==> src/rtl/axis_rr_arbiter.sv <==
// Packet-level round-robin arbiter: shares one AXI-Stream slave between NUM_SRC masters,
// holding each grant until the tlast beat and rotating priority after every packet.
module axis_rr_arbiter #(
   parameter int NUM_SRC = 4,
   parameter int DATA_W  = 8,
   parameter int ID_W    = 2,
   parameter int CNT_W   = 16
) (
   input  logic                      axis_aclk,
   input  logic                      axis_aresetn,
   input  logic [NUM_SRC-1:0]        s_axis_tvalid,
   input  logic [NUM_SRC*DATA_W-1:0] s_axis_tdata,
   input  logic [NUM_SRC-1:0]        s_axis_tlast,
   output logic [NUM_SRC-1:0]        s_axis_tready,
   output logic                      m_axis_tvalid,
   output logic [DATA_W-1:0]         m_axis_tdata,
   output logic                      m_axis_tlast,
   output logic [ID_W-1:0]           m_axis_tid,
   input  logic                      m_axis_tready,
   output logic                      busy,
   output logic [CNT_W-1:0]          pkt_cnt
);

   typedef enum logic {IDLE, BUSY} state_t;

   state_t            state_q, state_d;
   logic [ID_W-1:0]   grant_q, grant_d;
   logic [ID_W-1:0]   last_grant_q, last_grant_d;
   logic [CNT_W-1:0]  pkt_cnt_q, pkt_cnt_d;

   logic              sel_valid;
   logic              sel_last;
   logic [DATA_W-1:0] sel_data;
   logic              req_found;
   logic [ID_W-1:0]   req_idx;
   logic [ID_W-1:0]   scan_idx;

   // Source selected by the current grant
   always_comb begin
      sel_valid = 1'b0;
      sel_last  = 1'b0;
      sel_data  = '0;
      for (int i = 0; i < NUM_SRC; i++) begin
         if (grant_q == ID_W'(i)) begin
            sel_valid = s_axis_tvalid[i];
            sel_last  = s_axis_tlast[i];
            sel_data  = s_axis_tdata[i*DATA_W +: DATA_W];
         end
      end
   end

   // Scan starts just after the last granted source, wrapping modulo NUM_SRC
   always_comb begin
      req_found = 1'b0;
      req_idx   = last_grant_q;
      scan_idx  = '0;
      for (int k = 1; k <= NUM_SRC; k++) begin
         scan_idx = ID_W'((int'(last_grant_q) + k) % NUM_SRC);
         if (!req_found && s_axis_tvalid[scan_idx]) begin
            req_found = 1'b1;
            req_idx   = scan_idx;
         end
      end
   end

   always_comb begin
      state_d       = state_q;
      grant_d       = grant_q;
      last_grant_d  = last_grant_q;
      pkt_cnt_d     = pkt_cnt_q;
      m_axis_tvalid = 1'b0;
      m_axis_tdata  = '0;
      m_axis_tlast  = 1'b0;
      s_axis_tready = '0;
      busy          = 1'b0;
      case (state_q)
         IDLE: begin
            if (req_found) begin
               grant_d = req_idx;
               state_d = BUSY;
            end
         end
         BUSY: begin
            busy                   = 1'b1;
            m_axis_tvalid          = sel_valid;
            m_axis_tdata           = sel_data;
            m_axis_tlast           = sel_last;
            s_axis_tready[grant_q] = m_axis_tready;
            if (sel_valid && m_axis_tready && sel_last) begin
               state_d      = IDLE;
               last_grant_d = grant_q;
               pkt_cnt_d    = pkt_cnt_q + CNT_W'(1);
            end
         end
         default: state_d = IDLE;
      endcase
   end

   // last_grant resets to the top index so the first scan after reset begins at source 0
   always_ff @(posedge axis_aclk or negedge axis_aresetn) begin
      if (!axis_aresetn) begin
         state_q      <= IDLE;
         grant_q      <= '0;
         last_grant_q <= ID_W'(NUM_SRC - 1);
         pkt_cnt_q    <= '0;
      end else begin
         state_q      <= state_d;
         grant_q      <= grant_d;
         last_grant_q <= last_grant_d;
         pkt_cnt_q    <= pkt_cnt_d;
      end
   end

   assign m_axis_tid = grant_q;
   assign pkt_cnt    = pkt_cnt_q;

endmodule

==> config.mk <==
export PLATFORM = sky130hd
export DESIGN_NAME = axis_rr_arbiter
export DESIGN_NICKNAME = d
export VERILOG_FILES = /design/src/rtl/axis_rr_arbiter.sv
export SDC_FILE = /design/constraint.sdc
export NUM_CORES = 1
export LEC_CHECK = 0
export BUFFER_PORTS_ARGS = -buffer_cell sky130_fd_sc_hd__buf_2
export CAP_MARGIN = 20
export CELL_PAD_IN_SITES_DETAIL_PLACEMENT = 1
export CELL_PAD_IN_SITES_GLOBAL_PLACEMENT = 2
export CORE_AREA = 2 2 77 79
export DETAILED_ROUTE_END_ITERATION = 8
export DIE_AREA = 0 0 79 81
export HOLD_SLACK_MARGIN = 0.02
export PLACE_DENSITY = 0.81
export SLEW_MARGIN = 40
export SYNTH_ARGS = -nofsm -noshare
export SYNTH_HDL_FRONTEND = slang
export SYNTH_SLANG_ARGS = --single-unit
==> constraint.sdc <==
create_clock -name axis_aclk -period 2.4 [get_ports axis_aclk]
set_input_delay 0.24 -clock axis_aclk [delete_from_list [all_inputs] [get_ports axis_aclk]]
set_output_delay 0.24 -clock axis_aclk [all_outputs]
set_load 0.02 [all_outputs]
==> flow_metrics.env, run 1 <==
export IMPL_outcome="completed"
export IMPL_ys_types=29
export IMPL_grt_pass1_wl_mm=6.216
export IMPL_synth_top_area_share=0.3558
export IMPL_clock_skew_ps=5.188
export IMPL_viasPerCell=4.657
export IMPL_grt_pass1_vias=1312
export IMPL_area_growth_pct=36.89
export IMPL_hold_path_startpoint="s_axis_tvalid[0]"
export IMPL_fin_area_um2=1829
export IMPL_ff2ff_setup_slack_ps=510
export IMPL_end_kind="output port"
export IMPL_ys_flop_type="dfrtp_1"
export IMPL_crit_type="register to output port"
export IMPL_drive_above_1_share=0.5026
export IMPL_ys_ff_latch=21
export IMPL_maxSlewViolCount=0
export IMPL_drt_iter0_markers=32
export IMPL_routed_wl_mm=3.757
export IMPL_n_antenna_cell=0
export IMPL_rr_startpoint="m_axis_tid[0]"
export IMPL_clockBufferDepth=2
export IMPL_yosys_area_top_type="dfrtp_1"
export IMPL_ys_seq_area_frac=0.3951
export IMPL_maxSlewHeadroom=0.6821
export IMPL_final_hold_viol_count=0
export IMPL_finalNonFillerCells=268
export IMPL_dp_cells=263
export IMPL_grt_usage=0.1216
export IMPL_regArea_um2=528.0
export IMPL_routedWlPerCell_um=14.02
export IMPL_rsz0062_at_grt="false"
export IMPL_syn_inst=119
export IMPL_p_leak_nw=0.9066
export IMPL_synth_edff_count=0
export IMPL_grt_start_max_net_pins=22
export IMPL_fin_crit_ps=2185
export IMPL_holdWs_ps=346.6
export IMPL_syn_nets=163
export IMPL_fp_dieArea_um2=6399
export IMPL_finalCritPeriodShare=0.9105
export IMPL_fin_ws_ps=214.8
export IMPL_initial_utilization=0.2354
export IMPL_syn_area_um2=1336
export IMPL_cp_max_fo=9
export IMPL_globalplace_congestion=0.6976
export IMPL_via_count=1248
export IMPL_first_pass_iters=4
export IMPL_ctsResizeCount=0
export IMPL_antenna_found_initial=0
export IMPL_core_um2=5675
export IMPL_fmax_ghz=0.4576
export IMPL_yosysMostFrequentCell="dfrtp_1"
export IMPL_multi_input_area_um2=749.5
export IMPL_worst_pin_slew_ps=476.8
export IMPL_overflow=0
export IMPL_path_clk_slew_ps=70
export IMPL_cts_buffers=3
export IMPL_cp_data_required_time_ps=2160
export IMPL_drc=0
export IMPL_maxCapViolations=0
export IMPL_power_mw=1.846
export IMPL_numPortBuffers=75
export IMPL_dp_hpwl_mm=2.973
export IMPL_die_w_um=79
export IMPL_row_count=28
export IMPL_placed_area_um2=1773
export IMPL_htree_levels=1
export IMPL_finish_utilization=0.3223
export IMPL_setup_viol=0
export IMPL_fin_setup_tns_ps=0
export IMPL_synthArstFlopShare=1.000
export IMPL_nFillCells=710
export IMPL_ioPinCount=76
export IMPL_cts_root_buf="clkbuf_8"
export IMPL_final_nets=238
export IMPL_cp_startpoint="m_axis_tid[0]"
export IMPL_critPathLaunchType="register"
export IMPL_tritoncts="done"
export IMPL_cts_sinks=21
export IMPL_post_place_ws_ps=454.4
export IMPL_die_h_um=81
export IMPL_critPathArrivalTime_ps=1950
export IMPL_ant_nets=0
export IMPL_clk_latency_ps=260
export IMPL_hp_class="input port to register"
export IMPL_synthTopCellsByCount="19 x dfrtp_1, 13 x xnor2_1, 10 x and2_1, 10 x mux4_2, 8 x and3_1"
export IMPL_power_density_nw_per_um2=1009
export IMPL_vdd_ir_drop_max_mv=0.3627
export IMPL_syn_area_per_cell_um2=11.23
export IMPL_yosys_warnings=0
export IMPL_synth_area_top_cells="dfrtp_1 36%, mux4_2 17%, xnor2_1 8.5%"
## layout make-up
class,instances,area share
clock buffers,3,0.02257
inverters,3,0.006156
well taps,75,0.05130
multi-input cells,87,0.4097
clock inverters,1,0.002736
repair buffers,78,0.2189
flip-flops and latches,21,0.2886
## cells by family (layout without fill, tap and decap cells)
group | count (synthesis) | count (layout) | share of synthesized area
fa+ha+maj | 1 | 1 | 0.009362
xor+xnor | 15 | 15 | 0.09832
mux | 14 | 14 | 0.2069
simple gates | 49 | 49 | 0.2041
buf+inv | 11 | 85 | 0.04400
flops | 21 | 21 | 0.3951
compound gates | 8 | 8 | 0.04214
## sequential cells by signal (all words and copies together) (netlist names)
register	count
last_grant_q	2
m_axis_tid	2
pkt_cnt	16
state_q	1
## layer usage
layer / GRT usage / vias up / share of wire
li1: - / 586 / -
met1: 0.1436 / 610 / 0.42
met2: 0.2195 / 50 / 0.49
met3: 0.02889 / 2 / 0.086
met4: 0.03621 / 0 / 0.0077
met5: 0 / - / 0
## power by group
group	internal (mW)	switching, mW
logic	0.492	0.539
clock network	0.116	0.114
registers	0.441	0.145
total	1.05	0.797
## placed cells by master (no fill, tap or decap)
cell           instances
a21oi_1                2
a2bb2oi_1              1
a311oi_1               1
a31oi_1                1
and2_1                10
and3_1                 8
and3b_4                1
and4_1                 1
buf_2                 75
buf_4                  2
clkbuf_8               3
clkinv_2               1
dfrtp_1               19
dfstp_2                2
dlygate4sd3_1          1
ha_1                   1
inv_1                  3
mux2_2                 1
mux2_4                 2
mux2i_1                1
mux4_2                10
nand2_1                7
nand3_1                7
nand4_1                7
nor2_1                 5
nor3_1                 3
o21ai_0                1
o221ai_1               1
o32ai_1                1
xnor2_1               13
xor2_1                 2
## worst max-delay path, cell delays in order, from the launching register on
cell and delay (ps):
dfrtp_1 590, buf_4 260, mux4_2 520, and2_1 160
buf_2 150
## final timing paths
path	end	depth (start not counted)
worst max-delay path	m_axis_tdata[3]	4
worst min-delay path	state_q	3
worst max register to register	pkt_cnt[11]	4
worst min register to register	pkt_cnt[15]	1
max in group asynchronous	last_grant_q[0]	2
min in group asynchronous	pkt_cnt[12]	2
## what timing repair did
action / in CTS / in global routing
setup endpoints to repair: 0 / 0
endpoints found under the hold margin: 19 / 0
hold buffers: 1 / 0
setup buffers: 0 / 0
No activity file was read; power rests on OpenSTA's default activity.
==> run 2, diff against run 1 <==
--- a/config.mk
+++ b/config.mk
@@ -9,11 +9,11 @@
 export CAP_MARGIN = 20
 export CELL_PAD_IN_SITES_DETAIL_PLACEMENT = 1
 export CELL_PAD_IN_SITES_GLOBAL_PLACEMENT = 2
-export CORE_AREA = 2 2 77 79
+export CORE_AREA = 2 2 80 82
 export DETAILED_ROUTE_END_ITERATION = 8
-export DIE_AREA = 0 0 79 81
+export DIE_AREA = 0 0 82 84
 export HOLD_SLACK_MARGIN = 0.02
-export PLACE_DENSITY = 0.81
+export PLACE_DENSITY = 0.79
 export SLEW_MARGIN = 40
 export SYNTH_ARGS = -nofsm -noshare
 export SYNTH_HDL_FRONTEND = slang
==> constraint.sdc (replaced) <==
create_clock -name axis_aclk -period 1.95 [get_ports axis_aclk]
set_input_delay 0.195 -clock axis_aclk [delete_from_list [all_inputs] [get_ports axis_aclk]]
set_output_delay 0.195 -clock axis_aclk [all_outputs]
set_load 0.02 [all_outputs]
==> flow_metrics.env, run 2 (synthesis results as in run 1) <==
export IMPL_antenna_found_initial=0
export IMPL_fin_setup_tns_ps=0
export IMPL_initial_utilization=0.2192
export IMPL_cp_data_required_time_ps=1750
export IMPL_grt_start_max_net_pins=22
export IMPL_grt_usage=0.1165
export IMPL_final_nets=240
export IMPL_rsz0062_at_grt="false"
export IMPL_overflow=0
export IMPL_row_count=29
export IMPL_critPathArrivalTime_ps=1610
export IMPL_ant_nets=0
export IMPL_htree_levels=1
export IMPL_viasPerCell=4.680
export IMPL_tritoncts="done"
export IMPL_holdPathEnd="state_q"
export IMPL_layout_commonest_cell="buf_2"
export IMPL_die_w_um=82
export IMPL_clock_skew_ps=4.925
export IMPL_worst_pin_slew_ps=475.2
export IMPL_whs_path_depth=3
export IMPL_first_pass_iters=4
export IMPL_via_count=1273
export IMPL_drc=0
export IMPL_finalNonFillerCells=272
export IMPL_hold_path_startpoint="s_axis_tvalid[0]"
export IMPL_area_growth_pct=38.76
export IMPL_final_cell_mix="75 x buf_2, 18 x dfrtp_1, 13 x xnor2_1"
export IMPL_setup_viol=0
export IMPL_cts_buffers=3
export IMPL_grt_pass1_vias=1314
export IMPL_core_um2=6096
export IMPL_p_leak_nw=0.9145
export IMPL_fp_dieArea_um2=6888
export IMPL_finalCritPeriodShare=0.9252
export IMPL_numPortBuffers=75
export IMPL_path_clk_slew_ps=70
export IMPL_grt_pass1_wl_mm=6.272
export IMPL_reg2reg_to="pkt_cnt[11]"
export IMPL_rr_startpoint="m_axis_tid[0]"
export IMPL_fmax_ghz=0.5543
export IMPL_ff2ff_setup_slack_ps=200
export IMPL_globalplace_congestion=0.7464
export IMPL_maxCapViolations=0
export IMPL_maxSlewHeadroom=0.6832
export IMPL_dp_cells=266
export IMPL_cts_sinks=21
export IMPL_critPathLaunchType="register"
export IMPL_n_antenna_cell=0
export IMPL_maxSlewViolCount=0
export IMPL_drt_iter0_markers=39
export IMPL_end_kind="output port"
export IMPL_final_hold_viol_count=0
export IMPL_largest_register_ffs=16
export IMPL_vdd_ir_drop_max_mv=0.4581
export IMPL_hp_class="input port to register"
export IMPL_cts_root_buf="clkbuf_8"
export IMPL_fin_crit_ps=1804
export IMPL_ioPinCount=76
export IMPL_clockBufferDepth=2
export IMPL_die_h_um=84
export IMPL_routedWlPerCell_um=14.59
export IMPL_drive_above_1_share=0.5077
export IMPL_r2r_cells=5
export IMPL_dp_hpwl_mm=3.177
export IMPL_outcome="completed"
export IMPL_fin_area_um2=1854
export IMPL_cp_max_fo=4
export IMPL_clk_latency_ps=260
export IMPL_placed_area_um2=1783
export IMPL_crit_type="register to output port"
export IMPL_routed_wl_mm=3.969
export IMPL_power_density_nw_per_um2=1254
## run 2: changes by cell type in the layout (fill, tap and decap cells not counted)
cell      change
buf_8         +1
clkinv_2      -1
dfrtp_1       -1
dfrtp_2       +1
clkbuf_1      +1
buf_4         +1
## run 2: through the flow
stage / hold WS [ps] / worst slack (ps) / utilization / power [mW]
after floorplan: -100.6 / 110.5 / - / 1.638
after global placement: 177.0 / 245.9 / 0.2925 / 2.002
after detailed placement: 186.7 / 203.8 / 0.2925 / 2.030
after CTS: 321.7 / 24.62 / 0.3023 / 2.337
after global routing: 341.6 / 59.76 / 0.3042 / 2.507
final: 320.7 / 145.8 / 0.3042 / 2.325
## run 2: worst max-delay path by stage
stage / start / depth (start not counted) / end
floorplan: m_axis_tid[0] / 5 / pkt_cnt[1]
global placement: m_axis_tid[0] / 4 / m_axis_tdata[0]
detailed placement: m_axis_tid[0] / 4 / m_axis_tdata[7]
CTS: m_axis_tid[0] / 4 / m_axis_tdata[7]
global route: m_axis_tid[0] / 4 / m_axis_tdata[2]
finish: m_axis_tid[0] / 4 / m_axis_tvalid
## run 2: final cells by class
type                    count  area (um2)
fillers                   733        4242
multi-input cells          87       749.5
flip-flops and latches     21       529.3
repair buffers             80       422.9
well taps                  77       96.34
clock buffers               4       45.04
inverters                   3       11.26
## run 2: critical path, cell delays in order (launching register included)
cell and delay, ps:
dfrtp_2 380, buf_4 140, mux4_2 510, and2_1 170
buf_2 150
## run 2: where the power goes
part           internal (mW)  leakage, nW  total, mW  switching, mW
Sequential             0.546        0.270      0.654          0.108
Combinational          0.644        0.622       1.38          0.737
Clock                  0.146       0.0228      0.290          0.144
## run 2: repair_timing
| action | in CTS | in global routing |
|---|---|---|
| gates cloned | 0 | 0 |
| pin swaps | 0 | 0 |
| hold buffers | 1 | 0 |
| buffers inserted | 0 | 1 |
| endpoints found under the setup margin | 8 | 8 |
| hold endpoints to repair | 19 | 0 |
| resized for setup | 2 | 1 |
## run 2: per-layer routing
layer	track usage	share of wire
met1	0.1260	0.38
met2	0.2180	0.49
met3	0.02814	0.12
met4	0.03182	0.0083
met5	0	0
